==> src/rtl/nn_pkg.sv <==
// Shared header field layout, FSM encoding and sizing helper for the
// weight-loading path.
package nn_pkg;

    localparam int unsigned LAYER_MSB  = 15;
    localparam int unsigned LAYER_LSB  = 8;
    localparam int unsigned NEURON_MSB = 7;
    localparam int unsigned NEURON_LSB = 0;

    localparam int unsigned LAYER_W = LAYER_MSB - LAYER_LSB + 1;
    localparam int unsigned IDX_W   = NEURON_MSB - NEURON_LSB + 1;

    typedef enum logic [1:0] {
        StIdle = 2'd0,
        StLoad = 2'd1,
        StSkip = 2'd2,
        StDone = 2'd3
    } state_e;

    // Bits needed to hold values 0..v-1 (0 for v<=1).
    function automatic int unsigned clog2(input int unsigned v);
        int unsigned r;
        r = 0;
        for (int i = 0; i < 32; i++) begin
            if ((64'd1 << i) < 64'(v)) begin
                r = i + 1;
            end
        end
        return r;
    endfunction

endpackage

==> src/rtl/onehot_dec.sv <==
// Binary index to one-hot decoder with enable; all-zero when disabled or
// when the index is out of range.
module onehot_dec
    import nn_pkg::*;
#(
    parameter int unsigned num_out   = 5,
    parameter int unsigned idx_width = IDX_W
) (
    input  logic [idx_width-1:0] idx,
    input  logic                 en,
    output logic [num_out-1:0]   onehot
);

    always_comb begin
        onehot = '0;
        for (int i = 0; i < num_out; i++) begin
            if (en && (idx == idx_width'(i))) begin
                onehot[i] = 1'b1;
            end
        end
    end

endmodule

==> src/rtl/weight_loader.sv <==
// Decodes a header/weight stream and drives the write port of the addressed
// neuron's weight memory for one layer.
module weight_loader
    import nn_pkg::*;
#(
    parameter int unsigned num_weight    = 3,
    parameter int unsigned num_neuron    = 5,
    parameter int unsigned layer_no      = 1,
    parameter int unsigned address_width = 10,
    parameter int unsigned data_width    = 16
) (
    input  logic                     clk,
    input  logic                     rst,
    input  logic                     s_valid,
    input  logic [data_width-1:0]    s_data,
    output logic                     s_ready,
    output logic [address_width-1:0] w_add,
    output logic [data_width-1:0]    w_in,
    output logic [num_neuron-1:0]    w_en,
    output logic                     blk_done,
    output logic                     all_loaded,
    output logic                     hdr_err
);

    localparam int unsigned cnt_width = (num_weight > 1) ? clog2(num_weight) : 1;
    localparam logic [cnt_width-1:0] last_cnt = cnt_width'(num_weight - 1);

    state_e                  state;
    logic [cnt_width-1:0]    wcnt;
    logic [IDX_W-1:0]        neuron;
    logic [num_neuron-1:0]   mask;
    logic [num_neuron-1:0]   dec_out;
    logic                    accept;
    logic                    wr_en;
    logic [LAYER_W-1:0]      hdr_layer;
    logic [IDX_W-1:0]        hdr_neuron;
    logic                    layer_ok;
    logic                    neuron_ok;

    assign accept     = s_valid && s_ready;
    assign wr_en      = accept && (state == StLoad);
    assign hdr_layer  = s_data[LAYER_MSB:LAYER_LSB];
    assign hdr_neuron = s_data[NEURON_MSB:NEURON_LSB];
    assign layer_ok   = (hdr_layer == LAYER_W'(layer_no));
    assign neuron_ok  = (32'(hdr_neuron) < num_neuron);

    onehot_dec #(
        .num_out  (num_neuron),
        .idx_width(IDX_W)
    ) u_dec (
        .idx   (neuron),
        .en    (wr_en),
        .onehot(dec_out)
    );

    always_ff @(posedge clk) begin
        if (rst) begin
            state      <= StIdle;
            wcnt       <= '0;
            neuron     <= '0;
            mask       <= '0;
            s_ready    <= 1'b0;
            w_add      <= '0;
            w_in       <= '0;
            w_en       <= '0;
            blk_done   <= 1'b0;
            all_loaded <= 1'b0;
            hdr_err    <= 1'b0;
        end else begin
            w_en     <= dec_out;
            blk_done <= 1'b0;
            s_ready  <= 1'b1;
            if (wr_en) begin
                w_add <= address_width'(wcnt);
                w_in  <= s_data;
            end
            unique case (state)
                StIdle: begin
                    if (accept) begin
                        wcnt <= '0;
                        if (layer_ok && neuron_ok) begin
                            neuron <= hdr_neuron;
                            state  <= StLoad;
                        end else begin
                            if (layer_ok) begin
                                hdr_err <= 1'b1;
                            end
                            state <= StSkip;
                        end
                    end
                end
                StLoad, StSkip: begin
                    if (accept) begin
                        if (wcnt == last_cnt) begin
                            wcnt <= '0;
                            if (state == StLoad) begin
                                // dec_out is the latched neuron's bit on this final write
                                state      <= StDone;
                                s_ready    <= 1'b0;
                                blk_done   <= 1'b1;
                                mask       <= mask | dec_out;
                                all_loaded <= &(mask | dec_out);
                            end else begin
                                state <= StIdle;
                            end
                        end else begin
                            wcnt <= wcnt + cnt_width'(1);
                        end
                    end
                end
                StDone: begin
                    state <= StIdle;
                end
                default: begin
                    state <= StIdle;
                end
            endcase
        end
    end

endmodule

==> config.mk <==
export PLATFORM = sky130hd
export DESIGN_NAME = weight_loader
export DESIGN_NICKNAME = d
export VERILOG_FILES = /design/src/rtl/nn_pkg.sv /design/src/rtl/onehot_dec.sv /design/src/rtl/weight_loader.sv
export SDC_FILE = /design/constraint.sdc
export NUM_CORES = 1
export LEC_CHECK = 0
export ABC_AREA = 1
export BUFFER_PORTS_ARGS = -buffer_cell sky130_fd_sc_hd__buf_2
export CORE_UTILIZATION = 45
export CTS_CLUSTER_DIAMETER = 100
export DETAILED_ROUTE_END_ITERATION = 8
export GPL_TIMING_DRIVEN = 0
export PLACE_DENSITY = 0.74
export SYNTH_ARGS = -nofsm -noshare
export SYNTH_HDL_FRONTEND = slang
export SYNTH_SLANG_ARGS = --single-unit
==> constraint.sdc <==
create_clock -name clk -period 1.4 [get_ports clk]
set_input_delay 0.07 -clock clk [delete_from_list [all_inputs] [get_ports clk]]
set_output_delay 0.07 -clock clk [all_outputs]
set_load 0.03 [all_outputs]
==> impl_metrics.env <==
export IMPL_status="finished with violations"
export IMPL_violations="setup timing"
export IMPL_total_power_mw=2.99
export IMPL_grt_max_degree=13
export IMPL_drv_slew=0
export IMPL_reg2regPathDepth=10
export IMPL_worst_ep_arrival_time_ns=1.64
export IMPL_cellPowerDensity_mw_per_mm2=1280
export IMPL_cts_tree="yes"
export IMPL_finalHoldViolCount=0
export IMPL_final_cell_mix="nand2_1, buf_2, dfxtp_1"
export IMPL_avgViaCountPerCell=4.67
export IMPL_final_setup_skew_ns=0.00780
export IMPL_synthFlopType="dfxtp_1"
export IMPL_grt_pass1_wl_mm=6.23
export IMPL_rsz0062_at_grt="yes"
export IMPL_cts_sinks=44
export IMPL_power_leakage_nw=1.11
export IMPL_wirelength_mm=3.93
export IMPL_max_freq_mhz=709
export IMPL_worstSkewPairLatency_ns=0.30
export IMPL_io_pins=54
export IMPL_holdPathStages=3
export IMPL_synth_top_family_by_area="simple AND/OR/NAND/NOR gates"
export IMPL_fin_area_mm2=0.00234
export IMPL_die_h_um=65.3
export IMPL_drtIter0Drc=95
export IMPL_synth_adder_area_share_pct=2.08
export IMPL_area_growth_pct=29.7
export IMPL_hpwl_mm=2.72
export IMPL_synth_edff_count=0
export IMPL_max_slew_margin_pct=66.3
export IMPL_die_area_mm2=0.00427
export IMPL_max_vdd_ir_drop_mv=0.760
export IMPL_cts_clk_slew_worst_paths_ns=0.08
export IMPL_synth_seq_cells=44
export IMPL_placed_cell_area_mm2=0.00212
export IMPL_synth_area_mux_share_pct=0
export IMPL_grt_pass1_vias=1482
export IMPL_ys_seq_area_share_pct=48.8
export IMPL_worstSetupPathType="flop to flop"
export IMPL_hold_class="input port to flop"
export IMPL_synth_compound_area_share_pct=13.2
export IMPL_drive_above_1_share_pct=29.2
export IMPL_start_util_pct=48.2
export IMPL_end_kind="flop"
export IMPL_post_route_drc_count=0
export IMPL_antenna_found_initial=0
export IMPL_multi_input_area_um2=817
export IMPL_syn_cell_area_mm2=0.00181
export IMPL_nFillCells=337
export IMPL_worst_slack_ns=-0.0110
export IMPL_cts_path_max_buffers=2
export IMPL_worst_pin_slew_ns=0.506
export IMPL_cap_violations=0
export IMPL_setup_viol=1
export IMPL_ant_nets=0
export IMPL_period_share_pct=101
export IMPL_wire_per_inst_um=10.9
export IMPL_drt_pass1_iterations=4
export IMPL_crit_fanout=5
export IMPL_postSynthCellCount=245
export IMPL_via_count=1682
export IMPL_ys_async_sr_fraction_pct=0
export IMPL_fin_nets=333
export IMPL_grt_overflow=0
export IMPL_ff_latch_area_um2=886
export IMPL_post_route_min_period_ns=1.41
export IMPL_ys_warn_count=0
export IMPL_synth_xor_area_share_pct=0
export IMPL_numCtsBuffers=5
export IMPL_core_mm2=0.00374
export IMPL_n_antenna_cell=0
export IMPL_start_kind="flop"
export IMPL_synth_simple_area_share_pct=24.4
export IMPL_synth_cell_type_count=23
export IMPL_grt_usage_pct=19.3
export IMPL_cts_root_buf="clkbuf_8"
export IMPL_required_ns=1.63
export IMPL_fp_dieW_um=65.3
export IMPL_layout_commonest_cell="nand2_1"
export IMPL_place_gp_congestion=0.789
export IMPL_rows=22
export IMPL_hold_worst_slack_ns=0.0164
export IMPL_htreeDepth=2
export IMPL_cts_hold_buf=0
export IMPL_portBuffers=45
export IMPL_avgSynthCellArea_um2=7.37
==> sequential cells by signal, summed over array words and instances, names as in the netlist, 2 cells and up <==
| register | flops |
|---|---|
| mask | 5 |
| neuron | 8 |
| state | 2 |
| w_add | 2 |
| w_en | 5 |
| w_in | 16 |
| wcnt | 2 |
==> power breakdown <==
group	switching (mW)	internal (mW)	total [mW]
Sequential	0.0369	1.31	1.35
Clock	0.409	0.402	0.811
Combinational	0.490	0.341	0.831
Total	0.936	2.06	2.99
==> cells in the mapped netlist, drive strengths merged (3+ instances only) <==
| cell type | count | area share [%] |
|---|---|---|
| a21oi | 28 | 8.0 |
| buf | 12 | 4.3 |
| clkbuf | 3 | 0.62 |
| dfxtp | 44 | 49 |
| ha | 3 | 2.1 |
| inv | 31 | 6.4 |
| nand2 | 62 | 13 |
| nand3 | 9 | 3.2 |
| nor2 | 29 | 6.6 |
| nor3 | 5 | 1.4 |
| o21ai | 13 | 3.6 |
==> kinds of logic after synthesis <==
logic type,after synthesis
and+or+nand+nor,106
buffers and inverters,46
AOI/OAI and AO/OA,45
DFF,44
adders and majority gates,3
other,1
==> final cells by class <==
cell class              count  share of cell area [%]
repair buffers             52                    12.0
plain buffers              15                    3.85
well taps                  48                    2.57
flip-flops and latches     44                    37.8
inverters                  31                    4.97
multi-input cells         162                    34.9
clock buffers               8                    3.85
==> routing by layer <==
metal / track usage [%] / part of all wire, % / vias to the layer above
met5: 0 / 0 / -
met2: 30.3 / 45 / 47
li1: - / - / 884
met1: 23.0 / 46 / 743
met4: 13.3 / 1.9 / 0
met3: 5.03 / 6.8 / 8
==> per-stage QoR <==
stage,instances,util [%],setup slack [ns],setup TNS [ns]
6_report,360,62.5,-0.0110,-0.0110
5_1_grt,360,62.5,-0.110,-0.279
2_1_floorplan,252,-,0.0416,0
3_5_place_dp,345,56.6,-0.137,-0.532
3_3_place_gp,345,56.6,-0.128,-0.442
4_1_cts,354,60.0,-0.00604,-0.00604
==> worst paths after layout <==
kind | startpoint | end | slack (ns)
worst max-delay path | state[1] | all_loaded | -0.01
worst min-delay path | s_data[15] | w_in[15] | 0.02
worst max register to register | state[1] | all_loaded | -0.01
worst min register to register | hdr_err | hdr_err | 0.45
==> what timing repair did <==
action                                  CTS  global route
pin swaps                                 2             4
endpoints found under the setup margin   16            25
gates resized for setup                   6            18
buffers inserted                          1             6
==> worst max-delay path, cell delays in order, from the launching register on <==
cell	delay (ns)
dfxtp_2	0.32
inv_2	0.09
ha_4	0.16
nand3_4	0.12
nor2_4	0.19
nand2_2	0.10
nand2_1	0.07
nand2_1	0.05
nor2_1	0.08
nand2_1	0.06
a21oi_2	0.11
No activity file was read; power rests on OpenSTA's default activity.
